**config.mk**
```make
export PLATFORM = sky130hd
export DESIGN_NAME = bus_timer
export DESIGN_NICKNAME = d
export VERILOG_FILES = /design/src/rtl/timer_pkg.sv /design/src/rtl/bus_timer.sv
export SDC_FILE = /design/constraint.sdc
export NUM_CORES = 1
export LEC_CHECK = 0
export CELL_PAD_IN_SITES_DETAIL_PLACEMENT = 0
export CELL_PAD_IN_SITES_GLOBAL_PLACEMENT = 1
export CORE_UTILIZATION = 38
export CTS_CLUSTER_DIAMETER = 120
export DETAILED_ROUTE_END_ITERATION = 8
export PLACE_DENSITY = 0.87
export SYNTH_ARGS = -nofsm -noshare
export SYNTH_HDL_FRONTEND = slang
export SYNTH_SLANG_ARGS = --single-unit
```
**constraint.sdc**
```tcl
create_clock -name clk -period 3.2 [get_ports clk]
set_input_delay 0.64 -clock clk [delete_from_list [all_inputs] [get_ports clk]]
set_output_delay 0.64 -clock clk [all_outputs]
set_load 0.03 [all_outputs]
```
**src/rtl/timer_pkg.sv**
```systemverilog
// rtl/timer_pkg.sv - shared types and constants for the bus countdown timer
package timer_pkg;

    // Countdown sequencer states
    typedef enum logic [1:0] {
        IDLE = 2'd0,
        LOAD = 2'd1,
        CNT  = 2'd2,
        INT  = 2'd3
    } timer_state_e;

    // Word offsets within the register window (addr[3:2])
    localparam logic [1:0] REG_CTRL   = 2'd0;
    localparam logic [1:0] REG_PRESET = 2'd1;
    localparam logic [1:0] REG_COUNT  = 2'd2;

    // CTRL bit positions
    localparam int CTRL_EN      = 0;
    localparam int CTRL_MODE_LO = 1;
    localparam int CTRL_MODE_HI = 2;
    localparam int CTRL_IM      = 3;

    localparam logic [1:0] MODE_ONESHOT = 2'b00;
    localparam logic [1:0] MODE_RELOAD  = 2'b01;

    // Only the exact reload encoding reloads; 2'b1x falls back to one-shot.
    function automatic logic is_reload(input logic [1:0] mode);
        return mode == MODE_RELOAD;
    endfunction

endpackage

```
**src/rtl/bus_timer.sv**
```systemverilog
// rtl/bus_timer.sv - memory-mapped countdown timer with interrupt on the CPU data bus
//   clk    : system clock, rising edge
//   reset  : asynchronous active-low reset
//   addr   : byte address from the CPU M stage
//   wdata  : store data
//   byteen : byte enables, 4'b1111 = word write
//   rdata  : combinational read data for addr
//   irq    : interrupt request (CTRL.IM & pending flag)
module bus_timer
    import timer_pkg::*;
#(
    parameter logic [31:0] BASE_ADDR = 32'h0000_7f00
) (
    input  logic        clk,
    input  logic        reset,
    input  logic [31:0] addr,
    input  logic [31:0] wdata,
    input  logic [3:0]  byteen,
    output logic [31:0] rdata,
    output logic        irq
);

    logic [3:0]   ctrl;
    logic [31:0]  preset;
    logic [31:0]  count;
    logic         irq_flag;
    timer_state_e state;

    logic sel;
    logic wr_en;
    logic wr_ctrl;
    logic wr_preset;
    logic unused_addr_lsb;

    // Word-aligned window; the fourth word (offset 0xc) is a hole.
    assign sel       = (addr[31:4] == BASE_ADDR[31:4]) && (addr[3:2] != 2'b11);
    assign wr_en     = sel && (byteen == 4'b1111);
    assign wr_ctrl   = wr_en && (addr[3:2] == REG_CTRL);
    assign wr_preset = wr_en && (addr[3:2] == REG_PRESET);

    assign unused_addr_lsb = ^addr[1:0];

    always_ff @(posedge clk or negedge reset) begin
        if (!reset) begin
            ctrl     <= '0;
            preset   <= '0;
            count    <= '0;
            irq_flag <= 1'b0;
            state    <= IDLE;
        end else begin
            case (state)
                IDLE: begin
                    if (ctrl[CTRL_EN]) begin
                        state <= LOAD;
                    end
                end
                LOAD: begin
                    count <= preset;
                    state <= CNT;
                end
                CNT: begin
                    if (!ctrl[CTRL_EN]) begin
                        state <= IDLE;
                    end else if (count > 32'd1) begin
                        count <= count - 32'd1;
                    end else begin
                        // PRESET of 0 lands here on the first pass, same as 1
                        count    <= '0;
                        irq_flag <= 1'b1;
                        state    <= INT;
                    end
                end
                INT: begin
                    if (is_reload(ctrl[CTRL_MODE_HI:CTRL_MODE_LO])) begin
                        irq_flag <= 1'b0;
                        state    <= LOAD;
                    end else begin
                        ctrl[CTRL_EN] <= 1'b0;
                        state         <= IDLE;
                    end
                end
                default: state <= IDLE;
            endcase

            // Bus writes come last so they override any same-edge FSM update.
            if (wr_ctrl) begin
                ctrl     <= wdata[3:0];
                irq_flag <= 1'b0;
            end
            if (wr_preset) begin
                preset   <= wdata;
                irq_flag <= 1'b0;
            end
        end
    end

    assign irq = ctrl[CTRL_IM] & irq_flag;

    always_comb begin
        rdata = '0;
        if (sel) begin
            case (addr[3:2])
                REG_CTRL:   rdata = {28'd0, ctrl};
                REG_PRESET: rdata = preset;
                REG_COUNT:  rdata = count;
                default:    rdata = '0;
            endcase
        end
    end

endmodule

```
==> flow_summary.json, run 1 <==
{
  "dieArea_um2": 11620,
  "routed_via_density": 5.762,
  "power.density_nw_per_um2": 304.2,
  "grt_max_degree": 72,
  "fmax_mhz": 324.7,
  "drc": 0,
  "final_util_pct": 51.11,
  "hold_buffers": 0,
  "postSynthAreaPerCell_um2": 9.934,
  "syn_inst": 428,
  "rrSetupSlack_ps": 750,
  "placement_rows": 38,
  "antenna_left": 0,
  "setup_viol": 0,
  "dp_hpwl_um": 8235,
  "design.core.area_um2": 10890,
  "nFillCells": 1029,
  "final_common_cell": "dfrtp_1",
  "cts.htree.levels": 3,
  "clock-root-buffer": "clkbuf_8",
  "grt-ovfl-total": 0,
  "clk_pin_slew_worst_paths_ps": 80,
  "grt_pass1_vias": 3949,
  "grtUsageTotal_pct": 21.59,
  "grt_pass1_wl_um": 19700,
  "end_kind": "output port",
  "total_leakage_power_nw": 2.478,
  "drtIter0Drc": 216,
  "r2r-end": "count[16]",
  "synth-seq-area-share_pct": 41.79,
  "via_count": 3872,
  "antenna_found_initial": 0,
  "max_cap_violations": 0,
  "wl_um": 11710,
  "required_ps": 2560,
  "synth_seq_cells": 71,
  "die_w_um": 107.8,
  "pin_count": 103,
  "outcome": "complete, no violations",
  "clock_sinks": 71,
  "synthArstFlopShare_pct": 100.0,
  "layout-drive-gt1-share_pct": 21.62,
  "area_delta_synth_final_pct": 30.90,
  "synthTopCellsByArea": "dfrtp_1 42%, mux2_2 7.9%, a22oi_1 6.9%, nor2_1 4.5%, nand3_1 2.1%",
  "synthDistinctLibCells": 61,
  "synth_ff_type": "dfrtp_1",
  "synth_warnings": 0,
  "slew-limit-headroom_pct": 57.62,
  "syn_area_um2": 4252,
  "layout_common_cells": "71 x dfrtp_1, 67 x clkdlybuf4s50_1, 51 x nor2_1",
  "reg2reg_from": "count[26]",
  "drt_pre_antenna_iters": 5,
  "io_buffers": 100,
  "regArea_um2": 1777,
  "clockBufferDepth": 2,
  "critPathMaxFanout": 17,
  "multiInputGateArea_um2": 2307,
  "worst-slew-pin-transition_ps": 629.9,
  "drv_slew": 0,
  "worst-setup-path-type": "input pin to output port",
  "synth_nets": 500,
  "finalSetupTns_ps": 0,
  "nets": 599,
  "fin_worst_skew_ps": 10.30,
  "start_util_pct": 39.05,
  "hold_viol_final": 0,
  "synth_largest_area_cell": "dfrtp_1",
  "synth_edf_count": 0,
  "routedWlPerCell_um": 17.43,
  "die_y_um": 107.8,
  "r2r_cells": 6,
  "min_path_type": "input pin to async pin",
  "clk_latency_ps": 360,
  "cts_tree": "yes",
  "layout_min_cycle_time_ps": 3080,
  "min_period_over_period_pct": 96.25,
  "peakVddDrop_uv": 180.7,
  "gp_congestion": 0.8467,
  "cp.arrival_ps": 2440,
  "synthDominantCellAreaShare_pct": 41.79,
  "antenna_cells": 0,
  "rsz0062_at_grt": "false",
  "cts_inserted_buffers": 9,
  "cp-start-kind": "input pin"
}
sequential cells by signal, summed over array words and instances, names as in the netlist:
signal    flops
irq_flag      1
count        32
preset       32
ctrl          4
state         2
cells in the mapped netlist (3+ instances only):
master and n:
a21oi_1 15, a221o_1 3, a22o_1 3, a22oi_1 39, a31oi_1 4, and2_1 3, and3_1 4, buf_6 4
clkbuf_1 23, dfrtp_1 71, inv_1 8, mux2_1 5, mux2_2 30, mux2i_1 7, nand2_1 19, nand2b_1 4
nand3_1 18, nand4_1 5, nor2_1 51, nor2b_1 4, nor3_1 10, nor4_1 6, nor4_4 4, nor4b_1 3
o211ai_1 9, o21ai_0 9, o311ai_0 10, o31ai_1 4, or3_1 8, or4_1 5
worst max-delay path by stage:
stage	to	from	slack, ps	cells after the start
4_1_cts	rdata[18]	addr[23]	40	7
2_1_floorplan	rdata[11]	addr[2]	170	6
6_report	rdata[13]	addr[23]	120	7
5_1_grt	rdata[5]	addr[23]	0.06	7
3_3_place_gp	rdata[18]	addr[23]	90	7
3_5_place_dp	rdata[18]	addr[23]	50	7
stage by stage:
step	std cells	total power [mW]	worst slack (ps)	hold WS (ps)	area (um^2)
final	672	1.693	120.0	274.0	5565
after global routing	672	1.762	0.06195	341.3	5565
after CTS	670	1.710	37.50	315.7	5550
after detailed placement	654	1.047	50.70	518.3	5375
after global placement	654	1.045	89.22	501.0	5375
after floorplan	428	0.9358	168.4	344.4	4252
layout make-up:
type	count	area share [%]
sequential	71	31.92
timing repair buffer	118	19.78
tap	140	3.147
clock inverter	5	0.6070
clock buffer	11	2.540
inverter	8	0.5396
multi-input combinational	319	41.46
power by group:
group          total [mW]  switching [mW]  internal (mW)
clock               0.665           0.364          0.301
sequential          0.896    0.0000000218          0.896
combinational       0.131          0.0500         0.0814
worst max-delay path: stages:
cell and delay (ps):
clkdlybuf4s50_1 390, or4_1 540, a21oi_2 170, nand4b_4 170
buf_12 210, nor2_1 130, buf_4 170
what timing repair did:
action	CTS	global route
resized for setup	0	0
endpoints found under the setup margin	0	32
buffers inserted	0	2
layer usage:
layer / vias up / wire length [um] / GRT usage [%]
met1: 1910 / 5284 / 28.95
met2: 94 / 5715 / 35.49
met5: - / 0 / 0
met3: 21 / 489 / 2.724
li1: 1847 / - / -
met4: 0 / 223 / 8.023
kinds of logic (layout without fill, tap and decap cells):
| group | Yosys count | after routing | share of synthesized area, % |
|---|---|---|---|
| buffers and inverters | 38 | 142 | 4.149 |
| muxes | 42 | 42 | 10.92 |
| adders and majority gates | 2 | 2 | 0.5885 |
| AOI/OAI and AO/OA | 114 | 114 | 19.86 |
| DFF | 71 | 71 | 41.79 |
| and+or+nand+nor | 161 | 161 | 22.69 |
(Power assumes the default switching activity.)
==> run 2, diff against run 1 <==
==> constraint.sdc (replaced) <==
create_clock -name clk -period 3.2 [get_ports clk]
set_input_delay 0.48 -clock clk [delete_from_list [all_inputs] [get_ports clk]]
set_output_delay 0.48 -clock clk [all_outputs]
set_load 0.03 [all_outputs]
==> flow_summary.json, run 2 (synthesized netlist as in run 1, its figures left out) <==
{
  "start_util_pct": 39.05,
  "min_path_type": "input pin to async pin",
  "outcome": "complete, no violations",
  "grt-ovfl-total": 0,
  "fin_worst_skew_ps": 13.72,
  "drc": 0,
  "min_period_over_period_pct": 86.89,
  "io_buffers": 100,
  "placement_rows": 38,
  "cts.htree.levels": 3,
  "worst-slew-pin-transition_ps": 704.6,
  "wl_um": 11460,
  "via_count": 3817,
  "layout-drive-gt1-share_pct": 21.17,
  "routed_via_density": 5.706,
  "clockBufferDepth": 2,
  "reg.largest.list": "count (32), preset (32), ctrl (4)",
  "drt_pre_antenna_iters": 4,
  "end_kind": "output port",
  "antenna_cells": 0,
  "pin_count": 103,
  "setup_viol": 0,
  "total_leakage_power_nw": 2.493,
  "area_delta_synth_final_pct": 31.78,
  "hold_viol_final": 0,
  "grt_pass1_wl_um": 19280,
  "layout_setup_ws_ps": 419.5,
  "cts_inserted_buffers": 9,
  "gp_congestion": 0.8541,
  "layout_min_cycle_time_ps": 2780,
  "cp-start-kind": "input pin",
  "antenna_found_initial": 0,
  "clk_pin_slew_worst_paths_ps": 90,
  "peakVddDrop_uv": 210.9,
  "place_ws_ps": 322.0,
  "nets": 596,
  "stdcell_area_um2": 5603,
  "post_cts_buffers": 0,
  "final_cells": 669,
  "dp_hpwl_um": 8152,
  "grt_pass1_vias": 3830,
  "clock-root-buffer": "clkbuf_8",
  "power.density_nw_per_um2": 353.8,
  "fmax_mhz": 359.6,
  "clk_latency_ps": 360,
  "dpl-instance-area_um2": 5343,
  "rsz0062_at_grt": "false",
  "post_cts_resized": 0,
  "finalSetupTns_ps": 0,
  "holdWs_ps": 166.8,
  "design.core.area_um2": 10890,
  "grtUsageTotal_pct": 21.01,
  "required_ps": 2720,
  "cts_tree": "yes",
  "drv_slew": 0,
  "final_common_cell": "dfrtp_1",
  "dieArea_um2": 11620,
  "die_y_um": 107.8,
  "antenna_left": 0,
  "max_cap_violations": 0,
  "critPathMaxFanout": 17,
  "drtIter0Drc": 206,
  "hold_buffers": 0,
  "cp.arrival_ps": 2300,
  "grt_max_degree": 43,
  "dp.cells": 653,
  "routedWlPerCell_um": 17.13,
  "worst-setup-path-type": "input pin to output port",
  "slew-limit-headroom_pct": 53.02,
  "clock_sinks": 71,
  "layout_common_cells": "71 x dfrtp_1, 67 x clkdlybuf4s50_1, 51 x nor2_1",
  "die_w_um": 107.8
}
## run 2: cell count changes in the layout (fill, tap and decap cells not counted), sizes merged
cell	before	now
bufinv	0	4
buf	51	48
clkinv	3	1
clkbuf	11	10
clkinvlp	2	1
## run 2: where the power goes
| group | leakage (nW) | switching, mW | total [mW] | internal (mW) |
|---|---|---|---|---|
| combinational | 1.38 | 0.0497 | 0.130 | 0.0805 |
| clock | 0.126 | 0.360 | 0.956 | 0.596 |
| sequential | 0.987 | 0.0000000222 | 0.896 | 0.896 |
| total | 2.49 | 0.410 | 1.98 | 1.57 |
## run 2: through the flow
step | power (mW) | util (%)
6_report | 1.982 | 51.46
2_1_floorplan | 0.9358 | -
3_5_place_dp | 1.046 | 49.07
4_1_cts | 1.990 | 51.46
3_3_place_gp | 1.044 | 49.07
5_1_grt | 2.039 | 51.46
## run 2: area by class of cell
type | count | area [um^2]
clock inverters | 6 | 132.6
multi-input cells | 319 | 2307
fillers | 1018 | 5285
repair buffers | 115 | 1054
inverters | 8 | 30.03
well taps | 140 | 175.2
flip-flops and latches | 71 | 1777
clock buffers | 10 | 127.6
## run 2: critical path: stages
cell             delay, ps
clkdlybuf4s50_1        400
or4_1                  540
a21oi_2                170
nand4b_4               140
buf_4                  240
nor2_1                 150
buf_4                  180
## run 2: worst paths after layout
path | from | end | slack (ps) | cells after the start
min | reset | preset[21] | 170 | 1
max reg2reg | count[26] | count[16] | 710 | 6
min in group clk | preset[19] | preset[19] | 530 | 1
min reg2reg | preset[19] | preset[19] | 530 | 1
max in group asynchronous | reset | irq_flag | 2350 | 2
max | addr[23] | rdata[0] | 420 | 7
## run 2: per-layer routing
layer | track usage (%) | part of all wire [%]
met2 | 34.98 | 49
met4 | 6.164 | 1.1
met5 | 0 | 0
met1 | 28.39 | 46
met3 | 2.724 | 3.6
==> run 3, diff against run 2 <==
- CORE_UTILIZATION: 38 -> 30
- PLACE_DENSITY: 0.87 -> 0.73
==> flow_summary.json, run 3 (synthesized netlist as in run 1, its figures left out) <==
{
  "outcome": "complete, but fails checks",
  "violations": "DRC",
  "peakVddDrop_uv": 259.6,
  "post_cts_resized": 0,
  "slowest_delay_ps": 540,
  "grtUsageTotal_pct": 17.70,
  "post_cts_buffers": 0,
  "routed_via_density": 5.426,
  "fmax_mhz": 351.8,
  "worst-slew-pin-transition_ps": 867.2,
  "grt_pass1_wl_um": 20330,
  "cts_tree": "yes",
  "design.core.area_um2": 13830,
  "antenna_cells": 0,
  "clk_pin_slew_worst_paths_ps": 60,
  "dp_hpwl_um": 9007,
  "placement_rows": 43,
  "r2r_cells": 5,
  "total_leakage_power_nw": 2.555,
  "hold_buffers": 0,
  "layout-drive-gt1-share_pct": 21.80,
  "area_delta_synth_final_pct": 36.96,
  "io_buffers": 100,
  "min_path_type": "input pin to async pin",
  "min_period_over_period_pct": 88.84,
  "pin_count": 103,
  "rsz0062_at_grt": "false",
  "start_util_pct": 30.75,
  "drv_slew": 0,
  "hold_viol_final": 0,
  "cts_inserted_buffers": 9,
  "reg.largest.list": "count (32), preset (32), ctrl (4)",
  "die_w_um": 121.0,
  "critPathMaxFanout": 18,
  "layout_min_cycle_time_ps": 2843,
  "setup.worst_path.start": "addr[23]",
  "grt_pass1_vias": 3922,
  "nets": 599,
  "r2r-end": "count[27]",
  "worst-setup-path-type": "input pin to output port",
  "finalSetupTns_ps": 0,
  "fin_worst_skew_ps": 8.741,
  "power.density_nw_per_um2": 368.1,
  "reg2reg_from": "count[0]",
  "grt_max_degree": 39,
  "wl_um": 12420,
  "cts.htree.levels": 3,
  "clk_latency_ps": 330,
  "final_util_pct": 42.11,
  "dieArea_um2": 14650,
  "slew-limit-headroom_pct": 42.19,
  "slowest_stage": "or4_1",
  "antenna_left": 0,
  "cp_cell_sequence": "clkdlybuf4s50_1 > or4_1 > a21oi_2 > nand4b_4 > buf_4 > nor2_1 > buf_12",
  "clock-root-buffer": "clkbuf_16",
  "setup_viol": 0,
  "drt_pre_antenna_iters": 6,
  "max_cap_violations": 0,
  "endpoint": "rdata[13]",
  "die_y_um": 121.0,
  "required_ps": 2720,
  "grt-ovfl-total": 0,
  "rrSetupSlack_ps": 750,
  "end_kind": "output port",
  "clock_sinks": 71,
  "cp.arrival_ps": 2360,
  "drtIter0Drc": 187,
  "gp_congestion": 0.8347,
  "clockBufferDepth": 2,
  "via_count": 3863,
  "final_common_cell": "dfrtp_1",
  "cp-start-kind": "input pin",
  "antenna_found_initial": 0,
  "routedWlPerCell_um": 17.45,
  "drc": 2,
  "layout_common_cells": "71 x dfrtp_1, 67 x clkdlybuf4s50_1, 51 x nor2_1"
}
## run 3: cell count changes in the layout (fill, tap and decap cells not counted), sizes merged
| cell | change |
|---|---|
| buf | +3 |
| bufinv | -2 |
| clkbuf | +1 |
| clkinvlp | +1 |
## run 3: area by class of cell
type	instances	area [um^2]
clock inverters	5	80.08
multi-input cells	319	2307
clock buffers	11	252.7
fillers	1361	8004
flip-flops and latches	71	1777
well taps	180	225.2
inverters	8	30.03
repair buffers	118	1151
## run 3: layer usage
metal	share of wire, %	wire length [um]	global-route usage, %
met1	46	5737	22.66
met2	50	6196	30.46
met3	2.9	362	3.008
met4	1.0	126	5.015
met5	0	0	0
## run 3: where the power goes
| part | internal (mW) | switching [mW] | leakage [nW] | total (mW) |
|---|---|---|---|---|
| registers | 0.898 | 0.0000000229 | 0.987 | 0.898 |
| logic | 0.0814 | 0.0512 | 1.41 | 0.133 |
| clock network | 0.724 | 0.389 | 0.158 | 1.11 |
## run 3: worst min path at each step
stage / start / to / slack (ps) / depth (start not counted)
2_1_floorplan: reset / count[0] / 180 / 0
3_3_place_gp: preset[15] / preset[15] / 500 / 1
3_5_place_dp: preset[15] / preset[15] / 520 / 1
4_1_cts: reset / count[19] / 280 / 1
5_1_grt: reset / count[31] / 330 / 1
6_report: reset / count[19] / 260 / 1
## run 3: per-stage QoR
step	setup slack [ps]	hold WS, ps	instances	power (mW)	cell area [um^2]
after detailed placement	318.7	524.7	696	1.049	5490
after floorplan	488.4	184.4	428	0.9358	4252
after global routing	260.2	331.8	712	2.220	5823
final	357.1	264.9	712	2.143	5823
after global placement	344.0	500.3	696	1.047	5490
after CTS	333.8	284.5	712	2.166	5823
## run 3: critical path: cells and delay by family
kind | cells | cell delay [ps]
simple gates | 3 | 920
buf+inv | 3 | 790
compound gates | 1 | 160
